## config.mk

```make
export PLATFORM = sky130hd
export DESIGN_NAME = mem_access_unit_flat
export DESIGN_NICKNAME = d
export VERILOG_FILES = /design/src/rtl/mem_access_unit_if.sv /design/src/rtl/mem_access_unit.sv /design/src/flat_wrapper.sv
export SDC_FILE = /design/constraint.sdc
export NUM_CORES = 1
export LEC_CHECK = 0
export CORE_MARGIN = 8
export CORE_UTILIZATION = 39
export DETAILED_ROUTE_END_ITERATION = 7
export PLACE_DENSITY_LB_ADDON = 0.1
export SLEW_MARGIN = 20
export SYNTH_ARGS = -nofsm -noshare
export SYNTH_HDL_FRONTEND = slang
export SYNTH_SLANG_ARGS = --single-unit
export TNS_END_PERCENT = 20
```

## constraint.sdc

```tcl
create_clock -name CLK -period 3.52 [get_ports CLK]
set_input_delay 0.88 -clock CLK [delete_from_list [all_inputs] [get_ports CLK]]
set_output_delay 0.88 -clock CLK [all_outputs]
set_load 0.05 [all_outputs]
```

## src/rtl/mem_access_unit_if.sv

```systemverilog
// Data-cache request bus between the memory-stage unit and the dcache.
// Handshake: the unit holds dmemREN/dmemWEN (with dmemaddr/dmemstore) high
// until the cache answers with a one-cycle dhit; dmemload is valid only in
// that dhit cycle. There is no back-pressure other than withholding dhit.
interface mem_access_unit_if #(
   parameter int DATA_W = 32
);
   logic              dmemREN;
   logic              dmemWEN;
   logic [DATA_W-1:0] dmemaddr;
   logic [DATA_W-1:0] dmemstore;
   logic              dhit;
   logic [DATA_W-1:0] dmemload;

   modport master (
      output dmemREN, dmemWEN, dmemaddr, dmemstore,
      input  dhit, dmemload
   );

   modport slave (
      input  dmemREN, dmemWEN, dmemaddr, dmemstore,
      output dhit, dmemload
   );
endinterface

```

## src/rtl/mem_access_unit.sv

```systemverilog
// Memory-stage access unit: turns the latched EX/MEM memory controls into a
// dcache request, waits for dhit, holds load/SC data until the pipeline
// advances, owns the LL/SC link register, the sticky halt flag and a stall
// watchdog.
module mem_access_unit #(
   parameter int DATA_W   = 32,
   parameter int WATCHDOG = 0
) (
   input  logic              CLK,
   input  logic              nRST,
   input  logic              ihit,
   input  logic [4:0]        MEMctrl,
   input  logic [DATA_W-1:0] aluout,
   input  logic [DATA_W-1:0] store,
   input  logic              snoop_inv,
   input  logic [DATA_W-1:0] snoop_addr,
   mem_access_unit_if.master dcif,
   output logic              mem_stall,
   output logic [DATA_W-1:0] wb_data,
   output logic              halt,
   output logic              mem_err,
   output logic              state_dbg
);

   typedef enum logic {IDLE = 1'b0, DONE = 1'b1} state_t;

   localparam logic [DATA_W-1:0] ONE_W = {{(DATA_W-1){1'b0}}, 1'b1};
   localparam int                WD_W  = (WATCHDOG > 0) ? $clog2(WATCHDOG + 1) : 1;
   localparam logic [WD_W-1:0]   WD_MAX = WD_W'(WATCHDOG);

   state_t            state;
   logic [DATA_W-1:0] held_data;
   logic [DATA_W-1:0] link_addr;
   logic              link_valid;
   logic [WD_W-1:0]   wd_cnt;

   logic ren, wen, ll, sc, hlt;
   logic sc_ok, op, complete, ll_done, link_clr;

   assign ren = MEMctrl[0];
   assign wen = MEMctrl[1];
   assign ll  = MEMctrl[2];
   assign sc  = MEMctrl[3];
   assign hlt = MEMctrl[4];

   assign sc_ok     = link_valid && (link_addr == aluout);
   assign state_dbg = state;

   // Request decode and output mux; everything forced low while in reset.
   always_comb begin
      op             = 1'b0;
      dcif.dmemREN   = 1'b0;
      dcif.dmemWEN   = 1'b0;
      dcif.dmemaddr  = '0;
      dcif.dmemstore = '0;
      mem_stall      = 1'b0;
      wb_data        = '0;
      if (nRST) begin
         dcif.dmemaddr  = aluout;
         dcif.dmemstore = store;
         if (state == IDLE) begin
            op           = ren | wen | ll | (sc & sc_ok);
            dcif.dmemREN = ren | ll;
            dcif.dmemWEN = wen | (sc & sc_ok);
            mem_stall    = op & ~dcif.dhit;
            if (op && dcif.dhit)
               wb_data = (sc && sc_ok) ? ONE_W : dcif.dmemload;
         end else begin
            wb_data = held_data;
         end
      end
   end

   // A failing SC never reaches the cache, so it drops the link immediately.
   assign complete = (state == IDLE) && op && dcif.dhit;
   assign ll_done  = complete && ll;
   assign link_clr = (snoop_inv && (snoop_addr == link_addr))
                  || (complete && wen && (aluout == link_addr))
                  || (complete && sc && sc_ok)
                  || ((state == IDLE) && sc && !sc_ok);

   // FSM plus link register, sticky flags and watchdog counter.
   always_ff @(posedge CLK or negedge nRST) begin
      if (!nRST) begin
         state      <= IDLE;
         held_data  <= '0;
         link_valid <= 1'b0;
         link_addr  <= '0;
         halt       <= 1'b0;
         mem_err    <= 1'b0;
         wd_cnt     <= '0;
      end else begin
         case (state)
            IDLE: begin
               if (complete && !ihit) begin
                  state     <= DONE;
                  held_data <= (sc && sc_ok) ? ONE_W : dcif.dmemload;
               end
            end
            DONE: begin
               if (ihit)
                  state <= IDLE;
            end
            default: state <= IDLE;
         endcase

         // LL is the newer event, so it beats a same-cycle clear.
         if (ll_done) begin
            link_valid <= 1'b1;
            link_addr  <= aluout;
         end else if (link_clr) begin
            link_valid <= 1'b0;
         end

         if (hlt && ihit && !mem_stall)
            halt <= 1'b1;

         if (WATCHDOG > 0) begin
            if (mem_stall) begin
               if (wd_cnt == WD_MAX)
                  mem_err <= 1'b1;
               else
                  wd_cnt <= wd_cnt + 1'b1;
            end else begin
               wd_cnt <= '0;
            end
         end
      end
   end

endmodule

```

## src/flat_wrapper.sv

```systemverilog
// flat-port wrapper written by rule: the top's interface ports become plain ports
module mem_access_unit_flat 
#(
   parameter int DATA_W   = 32,
   parameter int WATCHDOG = 0
)
  (CLK, nRST, ihit, MEMctrl, aluout, store, snoop_inv, snoop_addr, mem_stall, wb_data, halt, mem_err, state_dbg, dcif_dmemREN, dcif_dmemWEN, dcif_dmemaddr, dcif_dmemstore, dcif_dhit, dcif_dmemload);
  mem_access_unit_if #(.DATA_W(DATA_W)) dcif_i ();
  input  logic CLK;
  input  logic nRST;
  input  logic ihit;
  input  logic [4:0] MEMctrl;
  input  logic [DATA_W-1:0] aluout;
  input  logic [DATA_W-1:0] store;
  input  logic snoop_inv;
  input  logic [DATA_W-1:0] snoop_addr;
  output logic mem_stall;
  output logic [DATA_W-1:0] wb_data;
  output logic halt;
  output logic mem_err;
  output logic state_dbg;
  output wire logic [$bits(dcif_i.dmemREN)-1:0] dcif_dmemREN;
  output wire logic [$bits(dcif_i.dmemWEN)-1:0] dcif_dmemWEN;
  output wire logic [$bits(dcif_i.dmemaddr)-1:0] dcif_dmemaddr;
  output wire logic [$bits(dcif_i.dmemstore)-1:0] dcif_dmemstore;
  input wire logic [$bits(dcif_i.dhit)-1:0] dcif_dhit;
  input wire logic [$bits(dcif_i.dmemload)-1:0] dcif_dmemload;
  assign dcif_dmemREN = dcif_i.dmemREN;
  assign dcif_dmemWEN = dcif_i.dmemWEN;
  assign dcif_dmemaddr = dcif_i.dmemaddr;
  assign dcif_dmemstore = dcif_i.dmemstore;
  assign dcif_i.dhit = dcif_dhit;
  assign dcif_i.dmemload = dcif_dmemload;
  mem_access_unit #(.DATA_W(DATA_W), .WATCHDOG(WATCHDOG)) u_core (.CLK(CLK), .nRST(nRST), .ihit(ihit), .MEMctrl(MEMctrl), .aluout(aluout), .store(store), .snoop_inv(snoop_inv), .snoop_addr(snoop_addr), .dcif(dcif_i), .mem_stall(mem_stall), .wb_data(wb_data), .halt(halt), .mem_err(mem_err), .state_dbg(state_dbg));
endmodule
```

==> results of run 1 <==
-- metrics by stage --
step	instance area [um^2]	utilization (%)	hold WS, ns
6_report	7420	69.1	0.440
2_1_floorplan	4280	-	0.473
3_3_place_gp	7050	65.6	0.462
3_5_place_dp	7050	65.6	0.470
5_1_grt	7420	69.1	0.439
4_1_cts	7400	68.9	0.428
-- cell usage after synthesis, drive strengths merged --
cell type  count  area (um^2)
dfrtp         67         1680
and2          64          400
nand4         40          250
nand2         36          135
xor2          36          315
a21boi        32          240
mux2          32          360
a22o          31          272
clkbuf        29          109
xnor2         28          245
nor4          10         62.6
buf            8         57.6
inv            4         15.0
nand3          3         15.0
nor2           3         11.3
o21ai          3         15.0
a21oi          2         10.0
o41ai          2         17.5
a211o          1         8.76
a211oi         1         7.51
a22oi          1         7.51
and3           1         6.26
conb           1         3.75
nor2b          1         6.26
nor3           1         5.00
o211ai         1         7.51
o21bai         1         7.51
or3            1         6.26
-- state kept, by name, summed over array words and instances, names as in the netlist --
register / count
u_core.state_dbg: 1
u_core.held_data: 32
u_core.link_valid: 1
u_core.link_addr: 32
u_core.halt: 1
-- timing repair --
item | 4_1_cts | 5_1_grt
setup endpoints to repair | 34 | 34
resized for setup | 101 | 11
hold endpoints to repair | 0 | 0
pin swaps | 27 | 18
buffers inserted | 2 | 0
cloned | 2 | 0
-- power by group through the flow --
stage | sequential [uW] | combinational (uW) | clock, uW
2_1_floorplan | 1060 | 664 | 0
3_3_place_gp | 1080 | 1100 | 0
3_5_place_dp | 1090 | 1120 | 0
4_1_cts | 1080 | 1130 | 801
5_1_grt | 1100 | 1200 | 841
6_report | 1080 | 1120 | 783
-- worst max-delay path: stages --
cell and delay, ns:
clkdlybuf4s15_1 0.21, xor2_1 0.17, nor4_1 0.24, buf_4 0.17
nand4_1 0.14, or3_4 0.45, buf_12 0.17, buf_12 0.14
nand4_1 0.08, a21boi_1 0.07, buf_4 0.19
-- cell families after synthesis --
kind of cell	count (synthesis)	share of synthesized area, %
AND/OR/NAND/NOR	160	21.0
other	1	0.0877
buffers and inverters	41	4.24
XOR/XNOR	64	13.1
multiplexers	32	8.43
AO/OA/AOI/OAI	75	13.9
flip-flops	67	39.2
-- how the worst max path moves through the flow --
stage / slack (ns) / startpoint / cells past startpoint / to
floorplan: -0.33 / aluout[12] / 8 / wb_data[14]
CTS: -0.26 / aluout[28] / 11 / wb_data[28]
detailed placement: -0.69 / aluout[7] / 10 / wb_data[0]
global route: -0.37 / aluout[28] / 11 / wb_data[26]
global placement: -0.71 / aluout[7] / 10 / wb_data[0]
finish: -0.27 / aluout[15] / 11 / wb_data[28]
-- routing by layer --
layer	GRT usage (%)	part of all wire, %	vias to the layer above
met2	34.8	50	176
met5	0	0	-
li1	-	-	2046
met3	7.27	9.4	14
met1	23.6	39	2037
met4	7.03	1.6	0
-- final cells by class --
| class | count | area (um^2) | share of cell area [%] |
|---|---|---|---|
| antenna | 1 | 2.50 | 0.0337 |
| clock buffer | 10 | 128 | 1.72 |
| clock inverter | 6 | 114 | 1.53 |
| inverter | 4 | 15.0 | 0.202 |
| multi-input combinational | 332 | 2490 | 33.5 |
| sequential | 67 | 1680 | 22.6 |
| tap | 140 | 175 | 2.36 |
| timing repair buffer | 276 | 2830 | 38.1 |
==> results summary, run 1 <==
For this design the static power due to leakage is 0.00323 uW. The pin count of the biggest net entering global routing is 79. The number of buffers created by CTS is 9.

STA classifies the critical path startpoint as an input port. The mean instance size in the synthesized netlist came out at 9.71 um^2. The vias after detailed routing is 4273. The number of max-slew violations in the final report was 0.

The peak supply drop is 0.247 mV. The cell at the root of the clock tree is clkbuf_8. Sequential cells account for 36.3% of the total power. The cts-stage hold buffer count came out at 0. The initial antenna violation count came out at 1. The wire-length estimate of the detail-placed layout is 11900 um. The post-route clock skew came out at 0.0167 ns. The checks that failed: setup timing. The power share of the combinational group is 37.5%. The run finished, with violations left. The arrival time reported for the critical path endpoint is 2.91 ns.

The post-placement cell count came out at 815. The max-cap violation count is 0. For this run, design rule violations remaining after detail routing come to 0.

The tree built by TritonCTS fans out to 67 sinks. Compared with the post-synthesis result, the final layout area differs by 73.7%. Using the TritonRoute via totals, the vias-per-cell ratio works out to 5.11.

The total count of hold-check failures in the final report is 0. Synthesis handed over a netlist of 440 instances. The floorplan step set the die width to 121 um. In this run the critical register-to-register path is captured at u_core.held_data[19]. The clock slew seen by the registers of the worst setup and hold paths is 0.08 ns. The transition time at the pin with the least slew margin came out at 0.661 ns. The global-route usage over all layers came out at 20.5%.

The detailed-route wire length per cell is 18.2 um. The deepest clock path buffer count is 2. For this run, the number of Yosys warnings is 1. The final critical-path setup slack is -0.265 ns.

The combined area of all synthesized cells is 4270 um^2. The via count of the first global-routing pass is 4638. Setup repair after global routing could not meet its margin everywhere.

The shortest period the worst path allows came out at 3.79 ns. At the placement stage, the worst setup path has a slack of -0.691 ns. The most common library cell in the layout ignoring fill and taps is clkdlybuf4s50_1.

The number of DRC markers after the initial detailed-route iteration is 214. The data required time at the worst endpoint came out at 2.64 ns. Pin placement for this block handled 240 I/O pins. The detail route stage leaves a number of antenna-violating nets equal to 0. The switching power is 1020 uW. The remaining global-route overflow came out at 0. The worst setup path is captured at a primary output. For the worst flop-to-flop path, the logic depth is 10. The number of endpoints failing setup at the final stage came out at 34. TritonCTS built the clock tree.

The power share of the clock group is 26.3%. The total power draw is 2980 uW. After filler insertion, the fill cell instance count of the layout stands at 891.

In this run the number of H-tree levels came out at 3. The clock latency at the later pin of the worst-skew pair is 0.34 ns. The area of the die is 14600 um^2. The critical path class is input port to primary output. The number of rows created at floorplan is 38. The effective utilization at floorplan came out at 39.8%. The y dimension of the die is 121 um. The headroom to the max-slew limit is 55.9%. Of all nets on the critical path, the largest fanout is 11.

The distinct cell type count of the synthesized netlist is 31. The wire length of the first global-routing pass is 24100 um. In the layout the commonest cells are 106 x clkdlybuf4s50_1, 98 x buf_4, 67 x dfrtp_1.

The synthesis-stage register bit count came out at 67. In this run the critical register-to-register path is launched from u_core.link_addr[20]. The sequential area share after synthesis came out at 39.2%. The setup TNS after final layout is -7.95 ns.

The internal power contribution came out at 1970 uW. The net switching fraction of the power came out at 34.1%. In this run the register-to-register setup slack is 0.72 ns. In this run the worst hold path is classified as input port to asynchronous set/reset pin. When the netlist entered floorplanning its net count stood at 578. The final net count is 828. The final cycle utilization of the critical path is 108%. The share of post-route cells with drive strength above 1 is 29.6%. The power density over the cells is 402 nW/um^2. Static timing analysis puts the maximum clock frequency at 264 MHz. The core region is 10700 um^2.

The total length of routed wires came out at 15200 um. Input and output buffers added on the ports amount to 238. The final instance count without filler cells came out at 836. The iteration count of the initial detailed-routing pass came out at 4.

The weighted congestion reported at the end of routability-driven placement is 0.826.
No activity file was read; power rests on OpenSTA's default activity.
==> inputs of run 2 (changes only) <==
--- a/config.mk
+++ b/config.mk
@@ -5,6 +5,7 @@
 export SDC_FILE = /design/constraint.sdc
 export NUM_CORES = 1
 export LEC_CHECK = 0
+export CAP_MARGIN = 20
 export CORE_MARGIN = 8
 export CORE_UTILIZATION = 39
 export DETAILED_ROUTE_END_ITERATION = 7
==> results of run 2 <==
No change in the layout: final DEF, timing and power equal those of run 1.
==> inputs of run 3 (changes only) <==
--- a/config.mk
+++ b/config.mk
@@ -5,7 +5,6 @@
 export SDC_FILE = /design/constraint.sdc
 export NUM_CORES = 1
 export LEC_CHECK = 0
-export CAP_MARGIN = 20
 export CORE_MARGIN = 8
 export CORE_UTILIZATION = 39
 export DETAILED_ROUTE_END_ITERATION = 7
==> constraint.sdc (replaced) <==
create_clock -name CLK -period 3.52 [get_ports CLK]
set_input_delay 0.88 -clock CLK [delete_from_list [all_inputs] [get_ports CLK]]
set_output_delay 0.88 -clock CLK [all_outputs]
set_load 0.1 [all_outputs]
==> results summary, run 3 (synthesis results as in run 1) <==
The critical path crosses 8 cells after its start point. The clock latency at the later pin of the worst-skew pair came out at 0.35 ns. Registers take 1680 um^2. Timing would allow up to 269 MHz. The filler cells instantiated in the layout total 680. The number of buffers created by CTS is 9. The headroom to the max-slew limit came out at 65.8%. Of all nets on the critical path, the largest fanout is 7. The count of pins on the block boundary is 240. The max-cap violation count is 0.

The post-route clock skew came out at 0.00953 ns. The tightest min-delay check is of the input port to asynchronous set/reset pin type. In this run the horizontal extent of the chip is 121 um.

Measured in cells, the most critical reg-to-reg path has a length of 9. The wire length of the first global-routing pass came out at 27000 um. The number of rows created at floorplan is 38.

The number of max-slew violations in the final report came out at 0. Once routing completed, OpenROAD measured the worst setup slack at -0.195 ns. The die is 121 um tall. The via count of the first global-routing pass came out at 4976. Dividing the detail-routed wire length by the instance count gives 20.6 um. The met2 layer wire length in the routed design came out at 9130 um.

The clock slew seen by the registers of the worst setup and hold paths came out at 0.07 ns. After detailed routing, the number of remaining DRC violations is 0. The highest metal layer carrying signal wires in the routed design is met4. Leaving out fill and tap cells, the most frequent cells in the layout are 104 x clkdlybuf4s50_1, 104 x buf_12, 67 x dfrtp_1. The number of antenna-violating nets in the routed design is 0. The checks that failed: setup timing.

The number of endpoints failing setup at the final stage came out at 34. The clock tree from TritonCTS is built. The detailed route wirelength on metal3 came out at 1600 um. The shortest period the worst path allows came out at 3.72 ns. The initial antenna violation count came out at 1.

The worst setup path is launched from an input port. The floorplan step defined a die boundary enclosing 14600 um^2. Setup repair after global routing could not meet its margin everywhere. The cell that appears most often on the critical path is buf_12. The length of routed wiring on met1 is 6030 um. In the final layout, the registers with the most flip-flops are u_core.held_data: 32 flops, u_core.link_addr: 32 flops. The worst setup path is captured at a primary output. The core box area is 10700 um^2. Data arrives at the worst endpoint at 2.84 ns. The effective utilization at floorplan came out at 39.8%. The iteration count of the initial detailed-routing pass is 4.

The HPWL after detailed placement came out at 13600 um. Summed over all cells, the static leakage comes to 0.00355 uW. Cells with a size suffix above 1 make up 37.0% of the layout. The kind of cell with the highest combined delay along the critical path is simple AND/OR/NAND/NOR gates. The worst path uses 106% of the clock period.

The largest individual stage delay along the critical path comes from the cell or3_4. The multi-input combinational cells in the finished layout cover a total of 2680 um^2. The minimum setup slack among reg-to-reg paths came out at 0.74 ns.

The worst setup path is of the input port to primary output kind. The power density over the cells is 406 nW/um^2. Global routing consumed, over all layers together, 23.7% of the routing resources. The total count of hold-check failures in the final report is 0. The weighted congestion reported at the end of routability-driven placement came out at 0.809. The vias after detailed routing is 4464. For this run, the slowest stage of the critical path takes 0.40 ns. The maximum level of the CTS H-tree came out at 3. For the worst setup path, the data required time is 2.64 ns. The cell sitting at the root of the clock tree is a clkbuf_8.

The clock passes through at most 2 buffers. The total power draw came out at 3460 uW. The signal on the critical path passes through clkdlybuf4s15_2, xor2_1, nor4_2, nand4_1, or3_4, buf_12, a211oi_4, buf_12. The transition time at the pin with the least slew margin is 0.513 ns. The number of clock sinks came out at 67. The pin count of the biggest net entering global routing came out at 49. The port buffer count is 238.

The final layout contains 830 nets. The worst register-to-register path ends at u_core.held_data[17]. The total length of routed wires came out at 17300 um.

The remaining global-route overflow is 0. VDD sags by at most 0.211 mV. The number of DRC markers after the initial detailed-route iteration is 340. Counting both buffers and inverters, the worst setup path holds a total of 3.

The via count normalized by instance count came out at 5.33. The minimum hold slack is 0.422 ns. The run finished, with violations left.

The worst register-to-register path begins at u_core.link_addr[15]. Compared with the post-synthesis result, the final layout area differs by 99.7%.
## run 3: repair_timing
| item | in CTS | in global routing |
|---|---|---|
| hold buffers | 0 | 0 |
| setup buffers | 1 | 1 |
| setup endpoints to repair | 34 | 34 |
| pin swaps | 32 | 13 |
| gates resized for setup | 123 | 1 |
| cloned | 3 | 0 |
## run 3: per-stage QoR
step                util, %  TNS, ns  setup slack [ns]  cells  area, um^2
finish                 79.4    -5.33            -0.195    838        8540
global route           79.4    -8.01            -0.279    838        8540
CTS                    79.4    -5.68            -0.201    836        8530
detailed placement     76.0   -22.70            -0.656    817        8160
global placement       76.0   -19.54            -0.602    817        8160
floorplan                 -    -3.85            -0.384    440        4460
## run 3: worst max path at each step
stage | from | endpoint | slack [ns]
floorplan | aluout[28] | dcif_dmemWEN | -0.38
global placement | aluout[15] | wb_data[0] | -0.60
detailed placement | aluout[17] | wb_data[1] | -0.66
CTS | aluout[20] | wb_data[0] | -0.20
global route | aluout[17] | mem_stall | -0.28
finish | aluout[9] | mem_stall | -0.20
## run 3: per-layer routing
metal | vias to the layer above | global-route usage [%]
met2 | 225 | 43.1
met5 | - | 0
met3 | 29 | 9.00
met4 | 0 | 9.99
li1 | 2050 | -
met1 | 2160 | 23.8
## run 3: area by class of cell
cell class	count	area share [%]
diodes	1	0.0293
well taps	140	2.05
repair buffers	278	43.9
clock inverters	5	1.17
multi-input cells	332	31.4
flip-flops and latches	67	19.6
inverters	4	0.176
clock buffers	11	1.66
## run 3: worst reg2reg max path: cells and delay by family, from the launching register on
family                 cells  cell delay [ns]
buffers and inverters      3             0.68
flip-flops                 1             0.41
AO/OA/AOI/OAI              2             0.53
AND/OR/NAND/NOR            3             0.86
XOR/XNOR                   1             0.18
## run 3: where the power goes
part	leakage, uW	internal [uW]	total [uW]	switching (uW)
clock	0.000123	488	794	305
sequential	0.000814	936	1090	157
combinational	0.00261	703	1580	873
total	0.00355	2130	3460	1340
